## config.mk

```make
export PLATFORM = sky130hd
export DESIGN_NAME = spi_seg_rx_flat
export DESIGN_NICKNAME = d
export VERILOG_FILES = /design/src/rtl/spi_seg_rx_pkg.sv /design/src/rtl/spi_seg_rx_if.sv /design/src/rtl/spi_seg_rx_hex.sv /design/src/rtl/spi_seg_rx.sv /design/src/flat_wrapper.sv
export SDC_FILE = /design/constraint.sdc
export NUM_CORES = 1
export LEC_CHECK = 0
export BUFFER_PORTS_ARGS = -buffer_cell sky130_fd_sc_hd__buf_2
export CAP_MARGIN = 20
export CELL_PAD_IN_SITES_DETAIL_PLACEMENT = 1
export CELL_PAD_IN_SITES_GLOBAL_PLACEMENT = 2
export CORE_AREA = 2 2 88 90
export CTS_CLUSTER_SIZE = 25
export DETAILED_ROUTE_END_ITERATION = 10
export DIE_AREA = 0 0 90 92
export HOLD_SLACK_MARGIN = 0.05
export PLACE_DENSITY_LB_ADDON = 0.1
export SYNTH_ARGS = -nofsm -noshare
export SYNTH_HDL_FRONTEND = slang
export SYNTH_HIERARCHICAL = 1
export SYNTH_SLANG_ARGS = --single-unit
```

## constraint.sdc

```tcl
create_clock -name clk -period 2.1 [get_ports clk]
set_input_delay 0 -clock clk [delete_from_list [all_inputs] [get_ports clk]]
set_output_delay 0 -clock clk [all_outputs]
set_load 0.02 [all_outputs]
```

## src/rtl/spi_seg_rx_pkg.sv

```systemverilog
// Shared constants and types for the SPI segment receiver.
// Holds the command opcodes, the frame length and the FSM state encoding.
package spi_seg_pkg;

   localparam logic [7:0] CMD_WRITE_RAW = 8'h01;
   localparam logic [7:0] CMD_WRITE_HEX = 8'h02;
   localparam logic [7:0] CMD_BLANK     = 8'h03;

   localparam int         FRAME_BITS = 16;
   localparam logic [4:0] CNT_SAT    = 5'd17;

   typedef enum logic [2:0] {
      IDLE,
      CMD,
      DATA,
      WAIT_END,
      OVERRUN
   } state_e;

endpackage

```

## src/rtl/spi_seg_rx_if.sv

```systemverilog
// SPI bus bundle between an external master and the segment receiver.
// The master drives clock, select and data; the slave returns readback.
interface spi_seg_rx_if;

   logic spi_sclk;
   logic spi_cs_n;
   logic spi_mosi;
   logic spi_miso;

   modport master (
      output spi_sclk,
      output spi_cs_n,
      output spi_mosi,
      input  spi_miso
   );

   modport slave (
      input  spi_sclk,
      input  spi_cs_n,
      input  spi_mosi,
      output spi_miso
   );

endinterface

```

## src/rtl/spi_seg_rx_hex.sv

```systemverilog
// Hex nibble to 7-segment pattern (bit0=a .. bit6=g, active high).
// Purely combinational; shared with the display stage.
module seg_hex_decode (
   input  logic [3:0] nib_i,
   output logic [6:0] seg_o
);

   always_comb begin
      seg_o = 7'h00;
      unique case (nib_i)
         4'h0: seg_o = 7'h3F;
         4'h1: seg_o = 7'h06;
         4'h2: seg_o = 7'h5B;
         4'h3: seg_o = 7'h4F;
         4'h4: seg_o = 7'h66;
         4'h5: seg_o = 7'h6D;
         4'h6: seg_o = 7'h7D;
         4'h7: seg_o = 7'h07;
         4'h8: seg_o = 7'h7F;
         4'h9: seg_o = 7'h6F;
         4'hA: seg_o = 7'h77;
         4'hB: seg_o = 7'h7C;
         4'hC: seg_o = 7'h39;
         4'hD: seg_o = 7'h5E;
         4'hE: seg_o = 7'h79;
         4'hF: seg_o = 7'h71;
      endcase
   end

endmodule

```

## src/rtl/spi_seg_rx.sv

```systemverilog
// SPI mode-0 slave that receives (cmd, data) frames and commits a
// segment pattern; the committed pattern is read back on MISO.
module spi_seg_rx
   import spi_seg_pkg::*;
#(
   parameter int         SYNC_STAGES   = 2,
   parameter logic [7:0] RESET_PATTERN = 8'h00
) (
   input  logic         clk,
   input  logic         rst_n,
   spi_seg_rx_if.slave  spi,
   output logic [7:0]   seg_out,
   output logic         seg_valid,
   output logic         frame_err
);

   logic [SYNC_STAGES-1:0] sclk_sync_q;
   logic [SYNC_STAGES-1:0] cs_sync_q;
   logic [SYNC_STAGES-1:0] mosi_sync_q;
   logic                   sclk_prev_q;
   logic                   cs_prev_q;

   state_e     state_q;
   logic [4:0] cnt_q;
   logic [6:0] sh_q;
   logic [7:0] cmd_q;
   logic [7:0] data_q;
   logic [6:0] miso_sh_q;
   logic       miso_q;
   logic [7:0] seg_q;
   logic       valid_q;
   logic       err_q;

   logic       sclk_s;
   logic       cs_s;
   logic       mosi_s;
   logic       sclk_rise;
   logic       sclk_fall;
   logic       cs_rise;
   logic       cs_fall;
   logic [7:0] sh_d;
   logic [6:0] hex_seg;
   logic       cmd_ok_d;
   logic [7:0] pat_d;

   assign sclk_s    = sclk_sync_q[SYNC_STAGES-1];
   assign cs_s      = cs_sync_q[SYNC_STAGES-1];
   assign mosi_s    = mosi_sync_q[SYNC_STAGES-1];
   assign sclk_rise = sclk_s & ~sclk_prev_q;
   assign sclk_fall = ~sclk_s & sclk_prev_q;
   assign cs_rise   = cs_s & ~cs_prev_q;
   assign cs_fall   = ~cs_s & cs_prev_q;
   assign sh_d      = {sh_q, mosi_s};

   assign spi.spi_miso = miso_q;
   assign seg_out      = seg_q;
   assign seg_valid    = valid_q;
   assign frame_err    = err_q;

   seg_hex_decode u_hex (
      .nib_i (data_q[3:0]),
      .seg_o (hex_seg)
   );

   always_comb begin
      cmd_ok_d = 1'b0;
      pat_d    = seg_q;
      unique case (cmd_q)
         CMD_WRITE_RAW: begin
            cmd_ok_d = 1'b1;
            pat_d    = data_q;
         end
         CMD_WRITE_HEX: begin
            cmd_ok_d = 1'b1;
            pat_d    = {data_q[7], hex_seg};
         end
         CMD_BLANK: begin
            cmd_ok_d = 1'b1;
            pat_d    = 8'h00;
         end
         default: ;
      endcase
   end

   // Synchronizers preset to the bus idle levels so reset release is quiet.
   always_ff @(posedge clk or negedge rst_n) begin
      if (!rst_n) begin
         sclk_sync_q <= '0;
         cs_sync_q   <= '1;
         mosi_sync_q <= '0;
         sclk_prev_q <= 1'b0;
         cs_prev_q   <= 1'b1;
      end else begin
         sclk_sync_q <= {sclk_sync_q, spi.spi_sclk};
         cs_sync_q   <= {cs_sync_q, spi.spi_cs_n};
         mosi_sync_q <= {mosi_sync_q, spi.spi_mosi};
         sclk_prev_q <= sclk_s;
         cs_prev_q   <= cs_s;
      end
   end

   always_ff @(posedge clk or negedge rst_n) begin
      if (!rst_n) begin
         state_q   <= IDLE;
         cnt_q     <= '0;
         sh_q      <= '0;
         cmd_q     <= '0;
         data_q    <= '0;
         miso_sh_q <= '0;
         miso_q    <= 1'b0;
         seg_q     <= RESET_PATTERN;
         valid_q   <= 1'b0;
         err_q     <= 1'b0;
      end else begin
         valid_q <= 1'b0;
         err_q   <= 1'b0;
         // A cs_n rise ends the frame and masks any coincident sclk edge.
         if (cs_rise) begin
            if (state_q == WAIT_END && cmd_ok_d) begin
               seg_q   <= pat_d;
               valid_q <= 1'b1;
            end else if (state_q != IDLE) begin
               err_q <= 1'b1;
            end
            state_q <= IDLE;
            miso_q  <= 1'b0;
         end else if (state_q == IDLE) begin
            if (cs_fall) begin
               state_q   <= CMD;
               cnt_q     <= '0;
               miso_sh_q <= seg_q[6:0];
               miso_q    <= seg_q[7];
            end
         end else if (sclk_rise && !cs_s) begin
            sh_q  <= sh_d[6:0];
            cnt_q <= (cnt_q == CNT_SAT) ? cnt_q : cnt_q + 5'd1;
            if (state_q == CMD && cnt_q == 5'd7) begin
               cmd_q   <= sh_d;
               state_q <= DATA;
               miso_q  <= 1'b0;
            end else if (state_q == DATA &&
                         cnt_q == 5'(FRAME_BITS - 1)) begin
               data_q  <= sh_d;
               state_q <= WAIT_END;
            end else if (state_q == WAIT_END) begin
               state_q <= OVERRUN;
            end
         end else if (sclk_fall && state_q == CMD) begin
            miso_sh_q <= {miso_sh_q[5:0], 1'b0};
            miso_q    <= miso_sh_q[6];
         end
      end
   end

endmodule

```

## src/flat_wrapper.sv

```systemverilog
// flat-port wrapper written by rule: the top's interface ports become plain ports
module spi_seg_rx_flat import spi_seg_pkg::*;
#(
   parameter int         SYNC_STAGES   = 2,
   parameter logic [7:0] RESET_PATTERN = 8'h00
)
  (clk, rst_n, seg_out, seg_valid, frame_err, spi_spi_sclk, spi_spi_cs_n, spi_spi_mosi, spi_spi_miso);
  spi_seg_rx_if spi_i ();
  input  logic clk;
  input  logic rst_n;
  output logic [7:0] seg_out;
  output logic seg_valid;
  output logic frame_err;
  input wire logic [$bits(spi_i.spi_sclk)-1:0] spi_spi_sclk;
  input wire logic [$bits(spi_i.spi_cs_n)-1:0] spi_spi_cs_n;
  input wire logic [$bits(spi_i.spi_mosi)-1:0] spi_spi_mosi;
  output wire logic [$bits(spi_i.spi_miso)-1:0] spi_spi_miso;
  assign spi_i.spi_sclk = spi_spi_sclk;
  assign spi_i.spi_cs_n = spi_spi_cs_n;
  assign spi_i.spi_mosi = spi_spi_mosi;
  assign spi_spi_miso = spi_i.spi_miso;
  spi_seg_rx #(.SYNC_STAGES(SYNC_STAGES), .RESET_PATTERN(RESET_PATTERN)) u_core (.clk(clk), .rst_n(rst_n), .spi(spi_i), .seg_out(seg_out), .seg_valid(seg_valid), .frame_err(frame_err));
endmodule
```

==> impl_metrics.env, run 1 <==
export IMPL_synthAdderAreaFrac_pct=5.13
export IMPL_initialDrtViolationCount=76
export IMPL_async_flop_share_pct=100
export IMPL_timing_rr_start="u_core/cnt_q[0]"
export IMPL_antenna_left=0
export IMPL_synthMuxAreaShare_pct=13.3
export IMPL_critPathMaxFanout=8
export IMPL_start_kind="register"
export IMPL_p_total_mw=2.62
export IMPL_hp_class="input pin to async pin"
export IMPL_syn_inst=266
export IMPL_pwr_share_comb_pct=15.0
export IMPL_grt_use_total_pct=16.9
export IMPL_slew_headroom_pct=66.2
export IMPL_r2r_cells=6
export IMPL_ir_drop_uv=477
export IMPL_die_x_um=90
export IMPL_whs_ns=0.167
export IMPL_cp_required_ns=2.32
export IMPL_period_needed_ns=1.95
export IMPL_dr_pass1_iters=4
export IMPL_finClkSkew_ns=0.0100
export IMPL_arrival_ns=2.17
export IMPL_grt_pass1_wl_um=10900
export IMPL_antenna_cells=0
export IMPL_p_int_mw=1.87
export IMPL_synth_top_family_by_area="simple AND/OR/NAND/NOR gates"
export IMPL_start_util_pct=39.3
export IMPL_cts_tree="built"
export IMPL_syn_nets=283
export IMPL_reg2reg_to="u_core/data_q[5]"
export IMPL_synth_top_area_share_pct=46.2
export IMPL_rsz0062_at_grt="false"
export IMPL_yosysWarningCount=6
export IMPL_areaGrowthSynthToFinish_pct=15.4
export IMPL_cts_sinks=57
export IMPL_finalNetCount=314
export IMPL_synth_compound_area_share_pct=9.92
export IMPL_end_kind="register"
export IMPL_row_count=32
export IMPL_power_leakage_nw=1.53
export IMPL_ios=16
export IMPL_cts_buffer_depth=2
export IMPL_power_density_nw_per_um2=775
export IMPL_die_area_um2=8280
export IMPL_grt_ovfl_total=0
export IMPL_mostFrequentLayoutCells="54 x dfrtp_1, 30 x nand2_1, 27 x mux2_2"
export IMPL_synth_xor_area_share_pct=0
export IMPL_cap_violations=0
export IMPL_drt_total_wl_um=6270
export IMPL_core_region_area_um2=7450
export IMPL_syn_cell_area_um2=2930
export IMPL_p_switching_uw=753
export IMPL_slew_viol_final=0
export IMPL_yosys_area_share_simple_pct=18.7
export IMPL_place_port_buffers=15
export IMPL_cts_root_buf="clkbuf_8"
export IMPL_pwr_share_clk_pct=33.7
export IMPL_synth_edff_count=0
export IMPL_path_class="register to register"
export IMPL_r2r_slack_ns=0.15
export IMPL_drc=0
export IMPL_status="completed"
export IMPL_tns_ns=0
export IMPL_path_clk_slew_ns=0.07
export IMPL_finalSetupViolCount=0
export IMPL_synth_ff_latch_count=57
export IMPL_viasPerCell=5.12
export IMPL_grt_start_max_net_pins=39
export IMPL_grt_pass1_vias=2137
export IMPL_drive_gt1_share_pct=28.5
export IMPL_p_seq_share_pct=51.4
export IMPL_hold_violations=0
export IMPL_yosysSeqAreaShare_pct=48.9
export IMPL_cts_made_buffers=9
export IMPL_gp_congestion=0.783
export IMPL_wl_per_cell_um=15.5
export IMPL_clkLatencyLatePin_ns=0.33
export IMPL_synth_area_leaders="dfrtp_1 46%, mux2_2 10%, ha_1 5.1%, nand2_1 3.8%, a31oi_1 3.4%"
export IMPL_utilization_pct=45.4
export IMPL_netSwitchingFraction_pct=28.8
export IMPL_synth_ff_type="dfrtp_1"
export IMPL_period_share_pct=93.1
export IMPL_syn_area_per_cell_um2=11.0
export IMPL_antenna_found_initial=0
export IMPL_htreeDepth=3
export IMPL_tightestPinTransition_ns=0.508
export IMPL_synth_cell_type_count=50
export IMPL_routed_via_count=2068
export IMPL_synth_top_cell_by_area="dfrtp_1"
export IMPL_layout_commonest_cell="dfrtp_1"
export IMPL_fmax_ghz=0.512
export IMPL_die_y_um=92
export IMPL_post_dp_hpwl_um=4390
## flip-flops by register name (all words and copies together), names as in the netlist
register             cells
u_core/miso_sh_q         7
u_core/state_q           3
u_core/data_q            8
u_core/sh_q              7
u_core/mosi_sync_q       2
u_core/spi.spi_miso      1
u_core/cs_sync_q         2
u_core/seg_out           8
u_core/seg_valid         1
u_core/cs_prev_q         1
u_core/sclk_prev_q       1
u_core/frame_err         1
u_core/sclk_sync_q       2
u_core/cmd_q             8
u_core/cnt_q             5
## cell families (layout without fill, tap and decap cells)
logic type / count (synthesis) / count (layout)
and+or+nand+nor: 94 / 94
buffers and inverters: 25 / 61
adders and majority gates: 12 / 12
AOI/OAI and AO/OA: 44 / 44
muxes: 34 / 34
DFF: 57 / 57
## metal layers
metal / track usage [%] / routed length [um] / vias up
met5: 0 / 0 / -
met4: 7.69 / 127 / 0
met3: 3.62 / 189 / 10
met2: 25.2 / 2660 / 23
met1: 23.6 / 3290 / 1025
li1: - / - / 1010
## per-stage QoR
stage / area [um^2] / setup slack, ns / std cells
finish: 3380 / 0.145 / 404
global route: 3380 / 0.0323 / 404
CTS: 3380 / 0.105 / 404
detailed placement: 3170 / 0.113 / 384
global placement: 3170 / 0.132 / 384
floorplan: 2930 / 0.308 / 266
## power groups by stage
| stage | clock network (mW) | registers (mW) | logic (mW) |
|---|---|---|---|
| after global routing | 0.976 | 1.37 | 0.451 |
| after global placement | 0 | 1.36 | 0.387 |
| final | 0.882 | 1.35 | 0.392 |
| after floorplan | 0 | 1.34 | 0.260 |
| after detailed placement | 0 | 1.37 | 0.393 |
| after CTS | 0.930 | 1.35 | 0.399 |
## worst max-delay path, cell delays in order (launching register included)
cell	delay, ns
dfrtp_1	0.43
ha_1	0.23
and3_1	0.16
ha_1	0.18
nor2b_1	0.18
nand4_2	0.29
mux2_2	0.36
## cell usage after synthesis (all sizes together) (2+ instances only)
master / count
mux2: 27
o21ai: 9
a31oi: 16
nand2b: 3
buf: 9
nand4: 3
nor3: 5
dfstp: 3
clkbuf: 3
inv: 13
nor2: 22
a21boi: 2
a21oi: 4
nand3: 5
nand2: 30
nor2b: 4
or3b: 8
dfrtp: 54
mux2i: 6
nand3b: 3
and4b: 2
ha: 12
o211ai: 2
## how the worst max path moves through the flow
stage	startpoint	to	slack [ns]	depth (start not counted)
after floorplan	u_core/cs_sync_q[1]	u_core/sh_q[0]	0.31	5
after global placement	u_core/cnt_q[0]	u_core/spi.spi_miso	0.13	5
after detailed placement	u_core/cnt_q[0]	u_core/spi.spi_miso	0.11	5
after CTS	u_core/cnt_q[0]	u_core/spi.spi_miso	0.11	5
after global routing	u_core/cs_prev_q	u_core/miso_sh_q[5]	0.03	8
final	u_core/cnt_q[0]	u_core/data_q[5]	0.15	6
## layout make-up
class,count,area (um^2)
clock inverter,3,17.5
timing repair buffer,32,225
multi-input combinational,184,1380
fill,852,4070
clock buffer,13,149
inverter,13,48.8
sequential,57,1430
tap,102,128
## repair_timing
item | CTS | global route
hold buffers | 4 | 0
buffers inserted | 0 | 0
gates resized for setup | 0 | 1
endpoints found under the setup margin | 0 | 1
hold endpoints to repair | 51 | 0
Power figures use the tool's default switching activity.
==> run 2, diff against run 1 <==
--- a/config.mk
+++ b/config.mk
@@ -5,14 +5,15 @@
 export SDC_FILE = /design/constraint.sdc
 export NUM_CORES = 1
 export LEC_CHECK = 0
+export ABC_AREA = 1
 export BUFFER_PORTS_ARGS = -buffer_cell sky130_fd_sc_hd__buf_2
 export CAP_MARGIN = 20
 export CELL_PAD_IN_SITES_DETAIL_PLACEMENT = 1
 export CELL_PAD_IN_SITES_GLOBAL_PLACEMENT = 2
-export CORE_AREA = 2 2 88 90
+export CORE_AREA = 2 2 94 96
 export CTS_CLUSTER_SIZE = 25
 export DETAILED_ROUTE_END_ITERATION = 10
-export DIE_AREA = 0 0 90 92
+export DIE_AREA = 0 0 96 98
 export HOLD_SLACK_MARGIN = 0.05
 export PLACE_DENSITY_LB_ADDON = 0.1
 export SYNTH_ARGS = -nofsm -noshare
==> constraint.sdc (replaced) <==
create_clock -name clk -period 2.1 [get_ports clk]
set_input_delay 0 -clock clk [delete_from_list [all_inputs] [get_ports clk]]
set_output_delay 0 -clock clk [all_outputs]
set_load 0.05 [all_outputs]
==> run 2 against run 1 <==
Register-to-register slack improved by 0.12 ns. Sequential share of layout area shrank 0.81 points. Final area increased by 2.0%. Critical endpoint is now u_core/data_q[1]. Largest power group unchanged.
==> impl_metrics.env, run 2 <==
export IMPL_status="completed"
export IMPL_syn_cell_area_um2=3040
export IMPL_grt_most_used_layer="met2"
export IMPL_r2r_cells=8
export IMPL_hold_violations=0
export IMPL_finalSetupViolCount=0
export IMPL_core_region_area_um2=8470
export IMPL_met1_usage_pct=22.0
export IMPL_gp_congestion=0.782
export IMPL_grt_ovfl_total=0
export IMPL_yosysWarningCount=6
export IMPL_cts_made_buffers=9
export IMPL_place_area_um2=3240
export IMPL_path_class="register to register"
export IMPL_multi_input_area_um2=1380
export IMPL_grt_pass1_vias=2484
export IMPL_fillers=1013
export IMPL_viasPerCell=4.71
export IMPL_cap_violations=0
export IMPL_post_dp_hpwl_um=5200
export IMPL_htreeDepth=3
export IMPL_tightestPinTransition_ns=0.573
export IMPL_mostFrequentLayoutCells="123 x nand2_1, 54 x dfrtp_1, 41 x inv_1"
export IMPL_routed_via_count=2348
export IMPL_cts_sinks=57
export IMPL_power_leakage_nw=1.76
export IMPL_rsz0062_at_grt="false"
export IMPL_synth_cell_type_count=32
export IMPL_whs_ns=0.189
export IMPL_antenna_found_initial=0
export IMPL_finalNetCount=403
export IMPL_synth_commonest_cells="123 x nand2_1, 54 x dfrtp_1, 41 x inv_1"
export IMPL_p_int_mw=1.93
export IMPL_start_util_pct=35.9
export IMPL_finClkSkew_ns=0.0121
export IMPL_ir_drop_uv=346
export IMPL_fin_area_um2=3440
export IMPL_clkLatencyLatePin_ns=0.33
export IMPL_r2r_slack_ns=0.27
export IMPL_grt_use_met2_pct=26.9
export IMPL_async_flop_share_pct=100
export IMPL_arrival_ns=2.05
export IMPL_place_inst=479
export IMPL_fmax_ghz=0.545
export IMPL_syn_nets=375
export IMPL_end_kind="register"
export IMPL_synth_ff_type="dfrtp_1"
export IMPL_die_y_um=98
export IMPL_synth_area_leaders="dfrtp_1 44%, nand2_1 15%, inv_1 5.1%, ha_1 4.9%, o21ai_2 4.6%"
export IMPL_critPathMaxFanout=17
export IMPL_row_count=34
export IMPL_cts_buffer_depth=2
export IMPL_p_seq_share_pct=44.1
export IMPL_wl_per_cell_um=13.9
export IMPL_grt_pass1_wl_um=12100
export IMPL_slew_headroom_pct=61.8
export IMPL_grt_use_total_pct=16.8
export IMPL_netSwitchingFraction_pct=36.1
export IMPL_grt_start_max_net_pins=36
export IMPL_cts_root_buf="clkbuf_8"
export IMPL_instances_no_fill=499
export IMPL_place_ws_ns=0.255
export IMPL_die_area_um2=9410
export IMPL_pwr_share_clk_pct=29.4
export IMPL_ios=16
export IMPL_syn_area_per_cell_um2=8.48
export IMPL_p_total_mw=3.01
export IMPL_period_share_pct=87.4
export IMPL_drc=0
export IMPL_met3_usage_pct=4.24
export IMPL_power_density_nw_per_um2=874
export IMPL_yosysSeqAreaShare_pct=47.1
export IMPL_p_switching_mw=1.09
export IMPL_path_clk_slew_ns=0.07
export IMPL_start_kind="register"
export IMPL_hp_class="input pin to async pin"
export IMPL_post_cts_buffers=0
export IMPL_tns_ns=0
export IMPL_utilization_pct=40.7
export IMPL_areaGrowthSynthToFinish_pct=13.4
export IMPL_antenna_cells=0
export IMPL_period_needed_ns=1.83
export IMPL_place_port_buffers=15
export IMPL_synth_top_area_share_pct=44.5
export IMPL_postLayoutSetupSlackWorst_ns=0.265
export IMPL_synth_top_cell_by_area="dfrtp_1"
export IMPL_layout_commonest_cell="nand2_1"
export IMPL_cts_tree="built"
export IMPL_seq_area_um2=1430
export IMPL_die_x_um=96
export IMPL_cp_required_ns=2.32
export IMPL_slew_viol_final=0
export IMPL_synth_ff_latch_count=57
export IMPL_pwr_share_comb_pct=26.5
export IMPL_yosysMostFrequentCell="nand2_1"
export IMPL_dr_pass1_iters=4
export IMPL_antenna_left=0
export IMPL_synth_edff_count=0
export IMPL_syn_inst=358
export IMPL_drt_total_wl_um=6940
export IMPL_drive_gt1_share_pct=19.4
export IMPL_initialDrtViolationCount=66
## run 2: changes by cell type in the layout (fill, tap and decap cells not counted), moves of 9 or more
cell / previous run / this run
nand3_1: 3 / 19
a31oi_1: 16 / 0
buf_4: 12 / 3
mux2_2: 27 / 0
o21ai_0: 9 / 21
nand2_1: 30 / 123
nor2_1: 21 / 11
inv_1: 13 / 41
o21ai_2: 0 / 16
## run 2: cell families after synthesis
| kind of cell | count (synthesis) | share of synthesized area, % |
|---|---|---|
| compound gates | 56 | 12.6 |
| buf+inv | 53 | 7.50 |
| fa+ha+maj | 12 | 4.94 |
| flops | 57 | 47.1 |
| simple gates | 179 | 27.6 |
| xor+xnor | 1 | 0.288 |
## run 2: critical path, stage by stage (launching register included)
cell and delay [ns]:
dfstp_2 0.54, inv_1 0.04, ha_1 0.26, inv_2 0.16, nand2_8 0.09, nor2_8 0.23, nand2_4 0.21, nand2_1 0.12
o21ai_2 0.06
## run 2: per-layer routing
metal  wire length, um  up-vias
met5                 0        -
met4                88        0
met3               230        8
met2              3300       27
met1              3320     1114
li1                  -     1199
## run 2: power by group through the flow
stage	clock network, mW	logic [mW]	registers (mW)
floorplan	0	0.548	1.36
global route	0.974	0.917	1.34
global placement	0	0.801	1.34
finish	0.886	0.798	1.33
detailed placement	0	0.811	1.34
CTS	0.926	0.817	1.33
## run 2: what timing repair did
item	4_1_cts	5_1_grt
setup endpoints to repair	0	0
resized for setup	0	0
endpoints found under the hold margin	25	0
hold buffers	4	0
## run 2: cell type report
type	instances	area share, %
flip-flops and latches	57	41.5
multi-input cells	248	40.0
inverters	47	5.12
repair buffers	23	4.58
clock buffers	13	4.32
well taps	108	3.92
clock inverters	3	0.509
## run 2: worst paths after layout
| check | startpoint | to |
|---|---|---|
| worst min-delay path | rst_n | u_core/cnt_q[3] |
| worst max register to register | u_core/cs_prev_q | u_core/data_q[1] |
| min in group clk | spi_spi_mosi | u_core/mosi_sync_q[0] |
| max in group asynchronous | rst_n | u_core/cs_sync_q[0] |
| worst max-delay path | u_core/cs_prev_q | u_core/data_q[1] |
| worst min register to register | u_core/sclk_sync_q[0] | u_core/sclk_sync_q[1] |
